`config.mk`:
```
export PLATFORM = sky130hd
export DESIGN_NAME = lcd_ctrl
export DESIGN_NICKNAME = d
export VERILOG_FILES = /design/src/rtl/lcd_pkg.sv /design/src/rtl/lcd_ctrl_tick.sv /design/src/rtl/lcd_ctrl.sv
export SDC_FILE = /design/constraint.sdc
export NUM_CORES = 1
export LEC_CHECK = 0
export CELL_PAD_IN_SITES_DETAIL_PLACEMENT = 1
export CELL_PAD_IN_SITES_GLOBAL_PLACEMENT = 1
export CORE_UTILIZATION = 43
export CTS_BUF_LIST = sky130_fd_sc_hd__clkbuf_8 sky130_fd_sc_hd__clkbuf_16
export DETAILED_ROUTE_END_ITERATION = 7
export DONT_BUFFER_PORTS = 1
export PLACE_DENSITY_LB_ADDON = 0.25
export SKIP_LAST_GASP = 1
export SLEW_MARGIN = 25
export SYNTH_ARGS = -nofsm -noshare
export SYNTH_HDL_FRONTEND = slang
export SYNTH_HIERARCHICAL = 1
export SYNTH_SLANG_ARGS = --single-unit
```
`constraint.sdc`:
```
create_clock -name CLK -period 1.8 [get_ports CLK]
set_input_delay 0.36 -clock CLK [delete_from_list [all_inputs] [get_ports CLK]]
set_output_delay 0.36 -clock CLK [all_outputs]
set_load 0.02 [all_outputs]
```
`src/rtl/lcd_pkg.sv`:
```
// Shared types and constants for the HD44780-class character LCD controller.
package lcd_pkg;

    typedef enum logic [2:0] {
        PWR_WAIT,
        INIT_LOAD,
        BUS_SETUP,
        BUS_PULSE,
        BUS_HOLD,
        EXEC_WAIT,
        IDLE
    } state_t;

    localparam logic [7:0] CMD_CLEAR   = 8'h01;
    localparam logic [7:0] CMD_HOME    = 8'h02;
    localparam logic [7:0] CMD_DISP_ON = 8'h0C;
    localparam logic [7:0] CMD_ENTRY   = 8'h06;
    localparam logic [7:0] CMD_FS_BASE = 8'h20;

    // Wake-up nibble used by the 4-bit init handshake.
    localparam logic [7:0] CMD_WAKE    = 8'h30;
    localparam int unsigned WAKE_US    = 4100;

    function automatic logic [7:0] fs_byte(
        input logic four,
        input logic two_line,
        input logic font
    );
        return CMD_FS_BASE | {3'b000, ~four, two_line, font, 2'b00};
    endfunction

endpackage

```
`src/rtl/lcd_ctrl_tick.sv`:
```
// Microsecond tick enable: one-cycle pulse every CLK_HZ/1e6 clocks.
module us_tick_gen #(
    parameter int unsigned CLK_HZ = 50_000_000
) (
    input  logic CLK,
    input  logic RST,
    output logic tick
);

    localparam int unsigned DIV = CLK_HZ / 1_000_000;
    localparam int unsigned CW  = (DIV > 1) ? $clog2(DIV) : 1;
    localparam logic [CW-1:0] TOP = CW'(DIV - 1);

    logic [CW-1:0] cnt;

    always_ff @(posedge CLK) begin
        if (RST) begin
            cnt  <= '0;
            tick <= 1'b0;
        end else if (cnt == TOP) begin
            cnt  <= '0;
            tick <= 1'b1;
        end else begin
            cnt  <= cnt + 1'b1;
            tick <= 1'b0;
        end
    end

endmodule

```
`src/rtl/lcd_ctrl.sv`:
```
// Character LCD controller: init sequence, then handshaked
// command/data writes, 8-bit or 4-bit bus, tick-timed EN cycles.
module lcd_ctrl
    import lcd_pkg::*;
#(
    parameter int unsigned CLK_HZ     = 50_000_000,
    parameter int unsigned BUS_4BIT   = 0,
    parameter int unsigned TWO_LINE   = 1,
    parameter int unsigned FONT_5X11  = 0,
    parameter int unsigned POWERON_US = 20000,
    parameter int unsigned CMD_US     = 40,
    parameter int unsigned CLEAR_US   = 1600
) (
    input  logic       CLK,
    input  logic       RST,
    input  logic       in_valid,
    output logic       in_ready,
    input  logic       in_rs,
    input  logic [7:0] in_data,
    output logic       init_done,
    output logic [7:0] lcd_data,
    output logic       lcd_rs,
    output logic       lcd_rw,
    output logic       lcd_en
);

    localparam logic NIB = (BUS_4BIT != 0);
    localparam logic [7:0] FS =
        fs_byte(NIB, TWO_LINE != 0, FONT_5X11 != 0);
    localparam logic [2:0] LAST = NIB ? 3'd7 : 3'd3;

    localparam logic [20:0] W_PWR  = 21'(POWERON_US);
    localparam logic [20:0] W_CMD  = 21'(CMD_US);
    localparam logic [20:0] W_CLR  = 21'(CLEAR_US);
    localparam logic [20:0] W_WAKE = 21'(WAKE_US);

    state_t      state;
    logic        tick;
    logic [20:0] cnt;
    logic [20:0] wait_q;
    logic [2:0]  ptr;
    logic [3:0]  lo_q;
    logic        nib_only;
    logic        low_phase;

    logic [7:0]  rom_byte;
    logic        rom_nib;
    logic        rom_long;

    us_tick_gen #(
        .CLK_HZ(CLK_HZ)
    ) u_tick (
        .CLK (CLK),
        .RST (RST),
        .tick(tick)
    );

    assign lcd_rw = 1'b0;

    function automatic logic [20:0] exec_ticks(
        input logic       rs,
        input logic [7:0] b
    );
        if (!rs && (b == CMD_CLEAR || b == CMD_HOME || b == 8'h03))
            return W_CLR;
        return W_CMD;
    endfunction

    function automatic logic [7:0] hi_bus(input logic [7:0] b);
        return NIB ? {b[7:4], 4'h0} : b;
    endfunction

    // 4-bit mode prepends the single-nibble wake/width handshake.
    always_comb begin
        rom_byte = FS;
        rom_nib  = 1'b0;
        rom_long = 1'b0;
        if (NIB) begin
            unique case (ptr)
                3'd0: begin
                    rom_byte = CMD_WAKE;
                    rom_nib  = 1'b1;
                    rom_long = 1'b1;
                end
                3'd1, 3'd2: begin
                    rom_byte = CMD_WAKE;
                    rom_nib  = 1'b1;
                end
                3'd3: begin
                    rom_byte = CMD_FS_BASE;
                    rom_nib  = 1'b1;
                end
                3'd4: rom_byte = FS;
                3'd5: rom_byte = CMD_DISP_ON;
                3'd6: rom_byte = CMD_CLEAR;
                default: rom_byte = CMD_ENTRY;
            endcase
        end else begin
            unique case (ptr[1:0])
                2'd0: rom_byte = FS;
                2'd1: rom_byte = CMD_DISP_ON;
                2'd2: rom_byte = CMD_CLEAR;
                default: rom_byte = CMD_ENTRY;
            endcase
        end
    end

    always_ff @(posedge CLK) begin
        if (RST) begin
            state     <= PWR_WAIT;
            cnt       <= W_PWR - 21'd1;
            wait_q    <= W_CMD;
            ptr       <= 3'd0;
            lo_q      <= 4'h0;
            nib_only  <= 1'b0;
            low_phase <= 1'b0;
            lcd_en    <= 1'b0;
            lcd_rs    <= 1'b0;
            lcd_data  <= 8'h00;
            in_ready  <= 1'b0;
            init_done <= 1'b0;
        end else begin
            unique case (state)
                PWR_WAIT: begin
                    if (tick) begin
                        if (cnt == 21'd0) state <= INIT_LOAD;
                        else cnt <= cnt - 21'd1;
                    end
                end
                INIT_LOAD: begin
                    lcd_rs    <= 1'b0;
                    lcd_data  <= hi_bus(rom_byte);
                    lo_q      <= rom_byte[3:0];
                    nib_only  <= rom_nib;
                    low_phase <= 1'b0;
                    wait_q    <= rom_long ? W_WAKE
                                          : exec_ticks(1'b0, rom_byte);
                    state     <= BUS_SETUP;
                end
                BUS_SETUP: begin
                    if (tick) begin
                        lcd_en <= 1'b1;
                        state  <= BUS_PULSE;
                    end
                end
                BUS_PULSE: begin
                    if (tick) begin
                        lcd_en <= 1'b0;
                        state  <= BUS_HOLD;
                    end
                end
                BUS_HOLD: begin
                    if (tick) begin
                        if (NIB && !nib_only && !low_phase) begin
                            low_phase <= 1'b1;
                            lcd_data  <= {lo_q, 4'h0};
                            state     <= BUS_SETUP;
                        end else begin
                            cnt   <= wait_q - 21'd1;
                            state <= EXEC_WAIT;
                        end
                    end
                end
                EXEC_WAIT: begin
                    if (tick) begin
                        if (cnt != 21'd0) begin
                            cnt <= cnt - 21'd1;
                        end else if (init_done || ptr == LAST) begin
                            init_done <= 1'b1;
                            in_ready  <= 1'b1;
                            state     <= IDLE;
                        end else begin
                            ptr   <= ptr + 3'd1;
                            state <= INIT_LOAD;
                        end
                    end
                end
                IDLE: begin
                    // Byte is captured here; later in_data changes are ignored.
                    if (in_valid && in_ready) begin
                        in_ready  <= 1'b0;
                        lcd_rs    <= in_rs;
                        lcd_data  <= hi_bus(in_data);
                        lo_q      <= in_data[3:0];
                        nib_only  <= 1'b0;
                        low_phase <= 1'b0;
                        wait_q    <= exec_ticks(in_rs, in_data);
                        state     <= BUS_SETUP;
                    end
                end
                default: state <= PWR_WAIT;
            endcase
        end
    end

endmodule

```
# After elaboration in Yosys (flattened, before gate mapping)
# Cells that the tools add are included.
# totals
regBits	67
wordCells	111
inputBits	12
# op_classes
mux	43
n_addsub	4
bitwise_logic	2
n_eq_ne	27
reduce_logical	24
# op_table
operator	count
$mux 21	10
$pmux 21 s3	1
$pmux 21 s2	1
$sub 21x1->21 const B	2
$eq 8x2->1 const B	4
$mux 3	9
$logic_not 21->1	1
$pmux 3 s7	1
$reduce_bool 21->1	1
$pmux 6 s3	1
$eq 8x1->1 const B	2
$pmux 8 s2	1
$mux 1	15
$ne 2x2->1 const B	6
$ne 2x1->1 const B	5
$eq 3x2->1 const B	3
$eq 3x3->1 const B	3
$mux 8	1
$reduce_and 4->1	2
$reduce_and 8->1	1
$add 6x1->6 const B	1
$eq 6x6->1 const B	1
$pmux 1 s2	3
$reduce_and 6->1	1
16 further kinds	24

# Depth between registers and ports, before layout
# logic_depth
ltp_word	11
mapped_depth	8

# Cells and area by module
# Netlist, hierarchy kept.
# modules_own_cells
mod	cells_per_inst	area_each_um2	seq_area_each_um2	instances
lcd_ctrl	285	2334.7	820.8	1
us_tick_gen	27	274.0	140.1	1

# Worst setup path before layout
# No wires, ideal clock.
# synth_timing
path_kind	reg-to-reg
from	reg cnt[0] (netlist name)
to	reg cnt[15] (netlist name)
n_path_buf	1
required_ns	1.683
setup_slack_ns	-0.084
t_arrival_ns	1.767
stages_incl_launch_ff	7
cell_sequence	dfxtp_1 -> buf_6 -> nor4_4 -> nand3_2 -> a21o_1 -> or4_1 -> a32o_1

==> results.md <==
* Syn nets at 332
* Final worst slack at -0.1557 ns
* Final Hold Fails at 0
* Number of cells on the worst reg-to-reg path at 6
* Tcrit/Tclk final at 108.6%
* Total buffers and inverters traversed by the critical path at 1
* Maximum number of buffers from clock root to sink at 2
* DRT Wirelength at 9.933 mm
* Data arrival time of the critical path at 2.17 ns
* Worst hold-check slack at 0.08475 ns
* Final core occ at 60.54%
* Min Clock Period, post-route at 1.956 ns
* Number of port buffers at 0
* Switching portion of total power at 26.48%
* Vias per Instance at 6.199
* Fraction of the yosys area taken by sequential cells at 36.83%
* Data required time of the critical path at 2.01 ns
* Top-Level Pins at 25
* Number of standard cells after synthesis at 312
* Overall track demand over capacity in global routing at 28.65%
* Maximum number of pins on one net before global-route repair at 34
* Source of the worst register-to-register timing path: state[0]$_SDFFE_PP0P_
* DPL Wire Length at 5.654 mm
* Post-DP Area at 3109 um2
* Kind of start point of the critical path: flop
* Hold-critical path endpoint: cnt[20]$_SDFFE_PP0P_
* Area growth syn-to-layout at 36.59%
* Initial DRT Pass Iterations at 4
* Slew Limit Headroom at 56.61%
* Endpoint type of the worst setup path: flop
* Worst IR Drop VDD at 0.3997 mV
* First-pass GRT wire length at 13.86 mm
* Combinational cell fraction of total power at 7.2%
* Y dimension of the die at 79.89 um
* Number of antenna cells inserted at 0
* Worst Min Path Start: RST
* Family of cells with the greatest summed delay on the critical path: simple AND/OR/NAND/NOR gates
* Relative contribution of the clock network to total power at 39.7%
* R2r setup slk at -0.16 ns
* Initial Utilization at 44.32%
* RSZ-0062 raised after global routing: yes
* Number of instances on the worst hold path at 1
* Clock latency of the later-clocked register in the worst-skew pair at 0.32 ns
* Flip-flop cell with the highest count after synthesis: sky130_fd_sc_hd__dfxtp_1
* Synthesized area per cell at 8.361 um2
* Ratio of total power to cell area at 567.3 nW/um2
* Clock-pin slew of the registers on the worst-case setup and hold paths at 0.11 ns
* Flop and latch count out of synthesis at 48
* Violations in the final reports: negative setup slack
* Core region area at 5886 um2
* Relative contribution of sequential cells to total power at 53.1%
* Antenna violations before repair at 0
* Number of vias after detailed routing at 2802
* Clock Root Buffer: sky130_fd_sc_hd__clkbuf_8
* GRT overflow at 0
* Worst hold path type: in -> reg
* Cell row count at 28
* Transition time at the pin with the least slew margin at 0.6509 ns
* Cell-by-cell trace of the critical path: nor4b_4, buf_4, a21oi_2, a21o_1, or4_1, a32o_1
* Area of the mapped netlist at 2609 um2
* Number of global-route vias before repair at 2713
* Final setup vio count at 26
* Sink count of the clock tree at 48
* Synthesis warning total at 6
* Post-DRT Antenna Nets at 0
* Reg-to-reg endpoint: cnt[15]$_SDFFE_PP0P_
* Cell area after layout at 3563 um2
* Hold-fix buffer count after cts at 0
* Async S/R FF share, synth at 0%
* Total DRC errors in the routed layout at 0
* Critical path class: reg -> reg
* Largest incremental delay on the critical path at 0.51 ns
* CTS tree: yes
* Int Pwr at 0.001486 W
* Result of the run: finished, violations left
* Number of synthesized flops with an enable pin at 0
* CP max FO at 4
* Switching power at 0.0005353 W
* Pins Over Slew Limit at 0
* Area of the die at 6382 um2
* Max-Cap Viols at 0
* Leakage power total at 1.299 nW
* Cell with the biggest individual delay on the critical path: sky130_fd_sc_hd__or4_1
* Max Freq at 0.5113 GHz
* Average routed wire per standard cell at 21.98 um
* Number of DRC violations after detailed-routing iteration 0 at 168
* Post-Route Skew at 0.009774 ns
* Final nets at 396
* Count of unique library cells instantiated by Yosys at 66
* Final sum of negative setup slack at -1.574 ns
* Horiz. Die Dim at 79.89 um
* Ratio of cells with drive above 1 in the final layout at 38.46%
* H-tree Lvls at 2
* TritonCTS buffer count at 5
* Gp weighted congestion at 0.8528
* Filler Cells Inserted at 685
## repair_timing
item                                    in CTS  in global routing
endpoints found under the setup margin      27                 31
pin swaps                                   12                 25
gates resized for setup                     27                 33
setup buffers                                8                  5
## synthesized netlist by cell type, drive strengths merged, types with 4 or more instances
cell type  instances  area share [%]
o21a               4             1.2
nor2              31             4.5
clkbuf             8             1.2
a21oi             24             4.7
nand2             37             5.5
a311oi             6             2.0
nor3              13             2.7
ha                 8             3.8
or3                4            0.96
xor2               4             1.3
a32o               5             1.9
buf               10             3.0
o31ai              5             2.0
dfxtp             48              37
nor4               9             3.5
o21ai             18             3.5
nand3             10             2.3
inv                8             1.2
a31oi              6             1.4
## worst max path at each step
stage	startpoint	endpoint	slack [ns]	cells after the start
after floorplan	state[1]$_SDFFE_PP0P_	cnt[15]$_SDFFE_PP0P_	-0.02	5
after global placement	state[1]$_SDFFE_PP0P_	cnt[1]$_SDFFE_PP1P_	-0.07	9
after detailed placement	cnt[11]$_SDFFE_PP1P_	cnt[17]$_SDFFE_PP0P_	-0.26	5
after CTS	cnt[11]$_SDFFE_PP1P_	cnt[17]$_SDFFE_PP0P_	-0.14	5
after global routing	cnt[3]$_SDFFE_PP1P_	cnt[15]$_SDFFE_PP0P_	-0.21	6
final	state[0]$_SDFFE_PP0P_	cnt[15]$_SDFFE_PP0P_	-0.16	6
## power by group through the flow
stage / logic [W] / registers [W] / clock network [W]
final: 0.000145 / 0.00107 / 0.000802
after global routing: 0.000154 / 0.00108 / 0.000848
after global placement: 0.000122 / 0.00110 / 0
after detailed placement: 0.000127 / 0.00110 / 0
after floorplan: 0.0000995 / 0.00110 / 0
after CTS: 0.000132 / 0.00108 / 0.000799
## flip-flops by register name, indices dropped and copies added, names as in the netlist
signal       cells
in_ready         1
wait_q           2
lcd_en           1
lcd_rs           1
cnt             21
init_done        1
state            3
lcd_data         8
u_tick/tick      1
ptr              3
u_tick/cnt       6
## per-stage QoR
stage,total power (W),setup WS (ns),std cells
after detailed placement,0.001228,-0.2615,432
after floorplan,0.001198,-0.01816,312
final,0.002022,-0.1557,452
after global routing,0.002078,-0.2090,452
after global placement,0.001222,-0.06840,432
after CTS,0.002006,-0.1388,447
## kinds of logic after synthesis
family                   synth area share (%)
XOR/XNOR                                2.014
buffers and inverters                   5.323
AND/OR/NAND/NOR                         26.19
adder cells (fa/ha/maj)                 3.837
other                                  0.1437
flip-flops                              36.83
multiplexers                           0.3837
AO/OA/AOI/OAI                           25.28
## final cells by class
type / instances / area [um2] / share of cell area (%)
clock buffer: 6 / 93.84 / 2.633
clock inverter: 2 / 16.27 / 0.4565
inverter: 8 / 30.03 / 0.8427
multi-input combinational: 238 / 1755 / 49.26
sequential: 48 / 977.2 / 27.42
tap: 75 / 93.84 / 2.633
timing repair buffer: 75 / 596.8 / 16.75
## per-layer routing
| metal | wire length [um] | global-route usage, % | vias up |
|---|---|---|---|
| met5 | 0 | 0 | - |
| met4 | 376 | 9.464 | 0 |
| li1 | - | - | 1277 |
| met1 | 4173 | 35.54 | 1392 |
| met2 | 4942 | 51.11 | 99 |
| met3 | 441 | 3.200 | 34 |
## cells in the final DEF (no fill, tap or decap), types with 3 or more instances in the layout
master | synthesis | final
sky130_fd_sc_hd__nor3_1 | 12 | 9
sky130_fd_sc_hd__buf_4 | 2 | 66
sky130_fd_sc_hd__xor2_1 | 4 | 4
sky130_fd_sc_hd__o21a_1 | 4 | 4
sky130_fd_sc_hd__a21oi_1 | 23 | 18
sky130_fd_sc_hd__nor3_2 | 1 | 3
sky130_fd_sc_hd__dfxtp_2 | 0 | 7
sky130_fd_sc_hd__o31ai_1 | 4 | 3
sky130_fd_sc_hd__nand3_1 | 8 | 6
sky130_fd_sc_hd__o21ai_2 | 0 | 4
sky130_fd_sc_hd__a311oi_1 | 6 | 5
sky130_fd_sc_hd__nand4_1 | 3 | 3
sky130_fd_sc_hd__a31oi_1 | 6 | 6
sky130_fd_sc_hd__a211oi_1 | 3 | 3
sky130_fd_sc_hd__o21ai_1 | 8 | 5
sky130_fd_sc_hd__dfxtp_1 | 48 | 39
sky130_fd_sc_hd__nor2_1 | 31 | 27
sky130_fd_sc_hd__nand2_1 | 35 | 34
sky130_fd_sc_hd__a32o_1 | 5 | 5
sky130_fd_sc_hd__buf_6 | 4 | 9
sky130_fd_sc_hd__o211ai_1 | 3 | 3
sky130_fd_sc_hd__clkbuf_8 | 0 | 5
sky130_fd_sc_hd__nor4_4 | 2 | 4
sky130_fd_sc_hd__inv_1 | 8 | 8
sky130_fd_sc_hd__ha_1 | 8 | 7
sky130_fd_sc_hd__o21ai_0 | 10 | 9
sky130_fd_sc_hd__nor4_2 | 1 | 3
sky130_fd_sc_hd__a21oi_2 | 1 | 5
Power figures use the tool's default switching activity.
